`config.mk`:
```
export PLATFORM = sky130hd
export DESIGN_NAME = alu_seq
export DESIGN_NICKNAME = d
export VERILOG_FILES = /design/src/rtl/alu_seq.sv
export SDC_FILE = /design/constraint.sdc
export NUM_CORES = 1
export LEC_CHECK = 0
export CAP_MARGIN = 20
export CORE_MARGIN = 8
export CORE_UTILIZATION = 50
export DETAILED_ROUTE_END_ITERATION = 6
export MAX_ROUTING_LAYER = met4
export PLACE_DENSITY = 0.72
export SETUP_SLACK_MARGIN = 0.5
export SKIP_CTS_REPAIR_TIMING = 1
export SLEW_MARGIN = 20
export SYNTH_ARGS = -nofsm -noshare
export SYNTH_HDL_FRONTEND = slang
export SYNTH_SLANG_ARGS = --single-unit
```
`constraint.sdc`:
```
create_clock -name clk -period 11.9 [get_ports clk]
set_clock_uncertainty 0.2 [all_clocks]
set_input_delay 2.38 -clock clk [delete_from_list [all_inputs] [get_ports clk]]
set_output_delay 2.38 -clock clk [all_outputs]
set_load 0.005 [all_outputs]
```
`src/rtl/alu_seq.sv`:
```
// alu_seq: handshaked W-bit ALU with accumulator, iterative MUL and optional DIV/REM (ALU_DIV_EN).
// Latency 1 cycle (W+1 for MUL/DIV); result held in DONE until out_ready; in_ready only in IDLE.
module alu_seq #(
  parameter int W   = 8,
  parameter int SHW = $clog2(W)
) (
  input  logic         clk,
  input  logic         rst,
  input  logic         in_valid,
  output logic         in_ready,
  input  logic [4:0]   op,
  input  logic [W-1:0] a,
  input  logic [W-1:0] b,
  input  logic [W-1:0] lit,
  output logic         out_valid,
  input  logic         out_ready,
  output logic [W-1:0] result,
  output logic         flag_z,
  output logic         flag_n,
  output logic         flag_c,
  output logic         flag_v,
  output logic         err
);

  localparam int CW = $clog2(W);
  localparam logic [CW-1:0] CNT_LAST = CW'(W - 1);

  localparam logic [1:0] S_IDLE = 2'd0;
  localparam logic [1:0] S_MUL  = 2'd1;
  localparam logic [1:0] S_DONE = 2'd3;
`ifdef ALU_DIV_EN
  localparam logic [1:0] S_DIV  = 2'd2;
`endif

  logic [1:0]    state;
  logic [W-1:0]  x_q;
  logic [W-1:0]  hi;
  logic [W-1:0]  lo;
  logic [CW-1:0] cnt;

  logic [W-1:0]  y_sel;
  logic [W:0]    sum;
  logic [W:0]    diff;
  logic          legal;
  logic          is_mul;
  logic [W-1:0]  alu_res;
  logic          alu_c;
  logic          alu_v;

  logic [W:0]    mul_sum;
  logic [W-1:0]  it_res;
  logic          it_c;

`ifdef ALU_DIV_EN
  logic [W-1:0]  y_q;
  logic          rem_q;
  logic          is_div;
  logic [W:0]    div_sh;
  logic          div_ge;
  logic [W-1:0]  div_sub;
  logic [W-1:0]  div_r;
`endif

  assign in_ready  = (state == S_IDLE);
  assign out_valid = (state == S_DONE);

  always_comb begin
    y_sel   = op[4] ? lit : b;
    sum     = {1'b0, a} + {1'b0, y_sel};
    diff    = {1'b0, a} - {1'b0, y_sel};
    legal   = 1'b1;
    is_mul  = 1'b0;
    alu_res = result;
    alu_c   = 1'b0;
    alu_v   = 1'b0;
`ifdef ALU_DIV_EN
    is_div  = 1'b0;
`endif
    case (op[3:0])
      4'h1: begin
        alu_res = sum[W-1:0];
        alu_c   = sum[W];
        alu_v   = (a[W-1] == y_sel[W-1]) && (sum[W-1] != a[W-1]);
      end
      4'h2: begin
        alu_res = diff[W-1:0];
        alu_c   = diff[W];
        alu_v   = (a[W-1] != y_sel[W-1]) && (diff[W-1] != a[W-1]);
      end
      4'h3: is_mul = 1'b1;
      4'h4: begin
        alu_res = ~a;
        legal   = ~op[4];
      end
      4'h5: alu_res = a & y_sel;
      4'h6: alu_res = a | y_sel;
      4'h7: alu_res = a ^ y_sel;
      // NOT C reads the accumulator as it stood before this operation
      4'h8: begin
        alu_res = ~result;
        legal   = ~op[4];
      end
      4'h9: alu_res = a << y_sel[SHW-1:0];
      4'hA: alu_res = a >> y_sel[SHW-1:0];
`ifdef ALU_DIV_EN
      4'hB, 4'hC: is_div = 1'b1;
`endif
      default: legal = 1'b0;
    endcase
  end

  // Shift-add: {hi,lo} starts as {0,Y}; after W steps it holds the full 2W-bit product
  always_comb begin
    mul_sum = {1'b0, hi} + (lo[0] ? {1'b0, x_q} : {(W+1){1'b0}});
    it_res  = {mul_sum[0], lo[W-1:1]};
    it_c    = |mul_sum[W:1];
`ifdef ALU_DIV_EN
    div_sh  = {hi, lo[W-1]};
    div_ge  = (div_sh >= {1'b0, y_q});
    div_sub = div_sh[W-1:0] - y_q;
    div_r   = div_ge ? div_sub : div_sh[W-1:0];
    if (state == S_DIV) begin
      it_res = rem_q ? div_r : {lo[W-2:0], div_ge};
      it_c   = (y_q == '0);
    end
`endif
  end

  always_ff @(posedge clk) begin
    if (rst) begin
      state  <= S_IDLE;
      result <= '0;
      flag_z <= 1'b0;
      flag_n <= 1'b0;
      flag_c <= 1'b0;
      flag_v <= 1'b0;
      err    <= 1'b0;
      x_q    <= '0;
      hi     <= '0;
      lo     <= '0;
      cnt    <= '0;
`ifdef ALU_DIV_EN
      y_q    <= '0;
      rem_q  <= 1'b0;
`endif
    end else begin
      case (state)
        S_IDLE: begin
          if (in_valid) begin
            x_q <= a;
            cnt <= '0;
            hi  <= '0;
            if (!legal) begin
              err   <= 1'b1;
              state <= S_DONE;
            end else if (is_mul) begin
              lo    <= y_sel;
              err   <= 1'b0;
              state <= S_MUL;
`ifdef ALU_DIV_EN
            end else if (is_div) begin
              lo    <= a;
              y_q   <= y_sel;
              rem_q <= op[2];
              err   <= 1'b0;
              state <= S_DIV;
`endif
            end else begin
              result <= alu_res;
              flag_z <= (alu_res == '0);
              flag_n <= alu_res[W-1];
              flag_c <= alu_c;
              flag_v <= alu_v;
              err    <= 1'b0;
              state  <= S_DONE;
            end
          end
        end
        S_MUL: begin
          hi  <= mul_sum[W:1];
          lo  <= it_res;
          cnt <= cnt + 1'b1;
          if (cnt == CNT_LAST) begin
            result <= it_res;
            flag_z <= (it_res == '0);
            flag_n <= it_res[W-1];
            flag_c <= it_c;
            flag_v <= 1'b0;
            state  <= S_DONE;
          end
        end
`ifdef ALU_DIV_EN
        // Restoring division: remainder in hi, dividend shifts out of lo as quotient shifts in
        S_DIV: begin
          hi  <= div_r;
          lo  <= {lo[W-2:0], div_ge};
          cnt <= cnt + 1'b1;
          if (cnt == CNT_LAST) begin
            result <= it_res;
            flag_z <= (it_res == '0);
            flag_n <= it_res[W-1];
            flag_c <= it_c;
            flag_v <= 1'b0;
            state  <= S_DONE;
          end
        end
`endif
        S_DONE: begin
          if (out_ready) state <= S_IDLE;
        end
        default: state <= S_IDLE;
      endcase
    end
  end

endmodule

```
# == Word-level counts from Yosys, hierarchy flattened ==
# Cells that the tools add are included.
# Widths: inputs -> output; s select.
# totals
input_bits,33
register_bits,42
word_cells,107
# classes
add_sub_neg,4
reduce_logical,14
muxes,47
eq_ne,23
shifts,2
bitwise_logic,6
# op_table
op,n
$mux 8,10
$pmux 8 s9,1
$pmux 8 s2,3
$add 8x8->9,2
$mux 1,18
$eq 4x3->1 const B,4
$logic_not 8->1,2
$not 8->8,2
$reduce_or 8->1,2
$pmux 1 s2,7
$eq 4x4->1 const B,3
$mux 2,5
$sub 8x8->9,1
$and 8x8->8,1
$eq 4x2->1 const B,2
$or 8x8->8,1
$shl 8x3->8,1
$shr 8x3->8,1
$xor 8x8->8,1
$ne 2x1->1 const B,3
$ne 2x2->1 const B,3
$pmux 2 s3,1
$pmux 3 s2,1
$reduce_and 5->1,1
other kinds (16),20

# == Longest topological paths before layout ==
# depth
ltp_word,9
mapped_depth,14
mapped_depth_nobuf,12

# == Least setup slack after synthesis ==
# No wires, ideal clock.
# synth_path
path_type,in2reg
start,input port op[4]
end,register result[7]
path_stages,12
setup_time_ns,0.130
required_ns,11.570
n_path_buf,2
t_arrival_ns,5.136
slack_ns,6.434
cell_sequence,buf_6 -> mux2i_4 -> clkbuf_1 -> ha_1 -> o21ba_2 -> or4_1 -> nand3_1 -> o221ai_1 -> xor2_1 -> a2111oi_0 -> o21a_1 -> o32ai_1
# synth_between
elab_chain_len,7
word_cells_on_any_way,17
classes_between,add/sub: 2; eq/ne: 1; shift: 2; mux: 7; bitwise: 4; reduce/logical: 1
# synth_lines
element,line,source
"start, declared",11,"input logic [4:0] op,"
$mux 8,68,y_sel = op[4] ? lit : b;
$sub 8x8->9 (tied with other cells),70,"diff = {1'b0, a} - {1'b0, y_sel};"
$pmux 8 s9,79,case (op[3:0])
$mux 8,156,end else if (is_mul) begin
$mux 8,153,if (!legal) begin
$mux 8,149,if (in_valid) begin
$pmux 8 s2,147,case (state)
"end signal, assigned",169,result <= alu_res;
"end signal, assigned",184,result <= it_res;
"end, declared",17,"output logic [W-1:0] result,"
# Several ways; a longest one is shown, not always the timed one. The select of a mux whose other input is x is not followed.
# A chain may end at the register's enable or synchronous reset.

# == Final worst setup path ==
# Ends and elaborated chain as after synthesis.

==> reports/results.tsv <==
stage	metric	value	unit
global_route	grt_first_pass_wirelength	24000	microns
critical_path	critical_path_buf_inv_count	2	
cts	clockRootBuffer	sky130_fd_sc_hd__clkbuf_8	
flow_run	cap_viol_max_count	0	
placed_design	place.detailed.hpwl	11700	microns
layout	layout-area-overhead-vs-synth	12.8	%
global_route	number_of_antenna_violations_at_the_first_check_in_global_routing	0	
floorplanning	fp.dieArea	11800	sq um
floorplanning	placeableCoreArea	8510	sq um
synth	synth_top_flop_cell	sky130_fd_sc_hd__dfxtp_1	
synth	yosys_warnings	0	
placed_design	placement.io_buffers	47	
timing	sum_neg_setup_slack	0	ns
layout	antennaDiodeCount	0	
floorplanning	row_count	34	
synth	synthesis.area_per_instance	7.17	sq um
synth	seq_area_frac_synth	19.1	%
pwr	max-vdd-ir-drop	87.7	uV
route	route.final.wire_length	15300	microns
synth	synth_seq_cells	41	
synth	number_of_enable_type_register_cells_in_the_synthesized_netlist	0	
layout	nNetsFinal	687	
cts	clock_latency	0.31	ns
timing	final.period_utilization	60.6	%
pwr	total_leakage_power	1.90	nW
cts	cts.reportedPaths.clkPinSlew	0.08	ns
global_route	vias_in_the_first_global_route	4287	
cts	cts_buffer_depth	2	
critical_path	worst-path-max-fanout	17	
layout	most_frequent_standard_cell_in_the_layout_excluding_fill_and_tap_cells	sky130_fd_sc_hd__nor2_1	
status	outcome	finished clean	
timing	measured_slew_at_the_worst_slew_check_pin	1.04	ns
cts	cts-buffers-inserted	5	
timing	report.final.hold_viol_count	0	
critical_path	crit_path_cell_trace	clkdlybuf4s50_1 -> mux2i_2 -> inv_1 -> ha_1 -> o21ba_2 -> or4_1 -> nand3_1 -> o221ai_1 -> xor2_1 -> a2111oi_0 -> o21a_1 -> o32ai_1	
critical_path	criticalPathCategory	input pin to flip-flop	
route	vias	4703	
critical_path	worstPathRequired	11.86	ns
placed_design	dp_slack	4.53	ns
critical_path	cp_data_arrival_time	7.17	ns
floorplanning	ios	48	
critical_path	cp_max_stage_delay	1.01	ns
layout	final_layout_size_suffix_gt1_share	4.22	%
critical_path	timing.critical_path.max_delay_family	buffers and inverters	
hold_path	worstHoldPathType	flip-flop to flip-flop	
synth	synthCells	599	
global_route	maximum_number_of_pins_on_one_net_before_global_route_repair	44	
timing	max_clock_freq	0.139	GHz
placed_design	gp_congestion	1.03	
route	route.detailed.drc	0	
synth	postSynthNetCount	671	
cts	clock_sinks	41	
critical_path	crit_path_top_delay_cell	sky130_fd_sc_hd__clkdlybuf4s50_1	
critical_path	worst_setup_ep_type	flip-flop	
global_route	grt.total_usage	26.8	%
critical_path	setup.reg_to_reg.worst_slack	8.83	ns
pwr	power.density	88.0	nW/um^2
route	firstDrtPassIters	5	
global_route	grt.overflow.total	0	
floorplanning	initial_utilization	50.5	%
floorplanning	die_x	109	microns
layout	mostFrequentLayoutCells	sky130_fd_sc_hd__nor2_1 (75), sky130_fd_sc_hd__nand2_1 (64), sky130_fd_sc_hd__a21oi_1 (61)	
critical_path	rr_startpoint	lo[0]$_SDFFE_PP0P_	
floorplanning	die_height	109	microns
timing	rsz_0062_raised_after_global_routing	false	
timing	final_max_slew_viol_count	0	
cts	tritoncts_clock_tree	built	
timing	slew_headroom	30.1	%
synth	async_flop_share	0	%
route	detail_route.iter0.violations	518	
synth	synth.lib_cells_used.distinct	68	
critical_path	setup.worst_path.start	op[4]	
route	routed_via_density	6.50	
synth	post_synth_instance_area	4290	sq um
critical_path	startpoint_type	input pin	
critical_path	number_of_cells_on_the_critical_path	12	
timing	timing.final.setup_violations	0	
timing	finalWorstPathRequiredPeriod	7.22	ns
layout	num-fill-cells	844	
timing	layout_setup_ws	4.68	ns
critical_path	reg2reg_to	flag_c$_SDFFE_PP0P_	
critical_path	cp-endpoint	result[7]$_SDFFE_PP0P_	
critical_path	rr_worst_depth	11	
route	postRouteAntennaNets	0	
cts	htreeDepth	2	
route	route.detailed.wl_per_inst	21.2	microns
cell type report:
class | instances | area [sq um] | share of cell area [%]
Clock buffer | 6 | 72.6 | 1.50
Sequential cell | 41 | 821 | 16.9
Multi-Input combinational cell | 487 | 3180 | 65.7
Timing Repair Buffer | 53 | 515 | 10.6
Tap cell | 108 | 135 | 2.79
Inverter | 27 | 104 | 2.14
Clock inverter | 2 | 15.0 | 0.310
synth_stat cells (all sizes together) (7+ instances only):
cell type	n	area, sq um
dfxtp	41	821
buf	11	63.8
xor2	7	61.3
a211oi	8	60.1
a21oi	61	305
nor2	75	282
o21ai	29	145
and2	12	75.1
clkbuf	33	124
o22ai	12	75.1
nand2	64	240
nand3	18	90.1
inv	27	104
mux2i	28	297
ha	36	450
nor3	22	120
logic make-up (layout without fill, tap and decap cells):
family          Yosys count  after routing  synth area share [%]
buf+inv                  71             88                  6.79
flops                    41             41                  19.1
mux                      30             30                  7.96
compound gates          178            178                  27.2
fa+ha+maj                39             39                  11.9
simple gates            228            228                  24.6
xor+xnor                 12             12                  2.45
flip-flops by register name (all words and copies together) (netlist names):
| name | flops |
|---|---|
| flag_c | 1 |
| flag_z | 1 |
| result | 8 |
| flag_v | 1 |
| err | 1 |
| x_q | 8 |
| state | 2 |
| hi | 8 |
| cnt | 3 |
| lo | 8 |
report_power, final:
| group | switching (W) | internal (W) | leakage [nW] |
|---|---|---|---|
| clock network | 0.0000527 | 0.0000414 | 0.0374 |
| logic | 0.000108 | 0.0000701 | 1.53 |
| registers | 0.00000864 | 0.000146 | 0.335 |
how the worst min path moves through the flow:
stage          depth (start not counted)                 from  slack, ns                  end
3_3_place_gp                           2  x_q[6]$_SDFFE_PP0P_       0.24  x_q[6]$_SDFFE_PP0P_
5_1_grt                                2  x_q[3]$_SDFFE_PP0P_       0.29  x_q[3]$_SDFFE_PP0P_
2_1_floorplan                          2  x_q[0]$_SDFFE_PP0P_       0.23  x_q[0]$_SDFFE_PP0P_
3_5_place_dp                           2  x_q[6]$_SDFFE_PP0P_       0.24  x_q[6]$_SDFFE_PP0P_
6_report                               2  x_q[6]$_SDFFE_PP0P_       0.25  x_q[6]$_SDFFE_PP0P_
4_1_cts                                2  x_q[6]$_SDFFE_PP0P_       0.25  x_q[6]$_SDFFE_PP0P_
worst min-delay path, cell delays in order (launching register included):
cell	delay (ns)
sky130_fd_sc_hd__dfxtp_1	0.31
sky130_fd_sc_hd__nand2_1	0.05
sky130_fd_sc_hd__a21oi_1	0.05
stage by stage:
step,instance area [sq um],instances,total power (W),hold WS [ns],utilization (%)
CTS,4840,724,0.000424,0.254,56.9
detailed placement,4760,716,0.000330,0.243,55.9
global placement,4760,716,0.000329,0.241,55.9
floorplan,4290,599,0.000272,0.232,-
global route,4840,724,0.000450,0.287,56.9
finish,4840,724,0.000426,0.254,56.9
metal layers:
layer | vias up | part of all wire (%) | wire (microns) | GRT usage [%]
li1 | 2190 | - | - | -
met4 | 0 | 1.7 | 263 | 6.55
met2 | 263 | 45 | 6930 | 40.4
met1 | 2224 | 44 | 6820 | 37.0
met5 | - | 0 | 0 | -
met3 | 26 | 8.5 | 1310 | 3.49
Power figures use the tool's default switching activity.
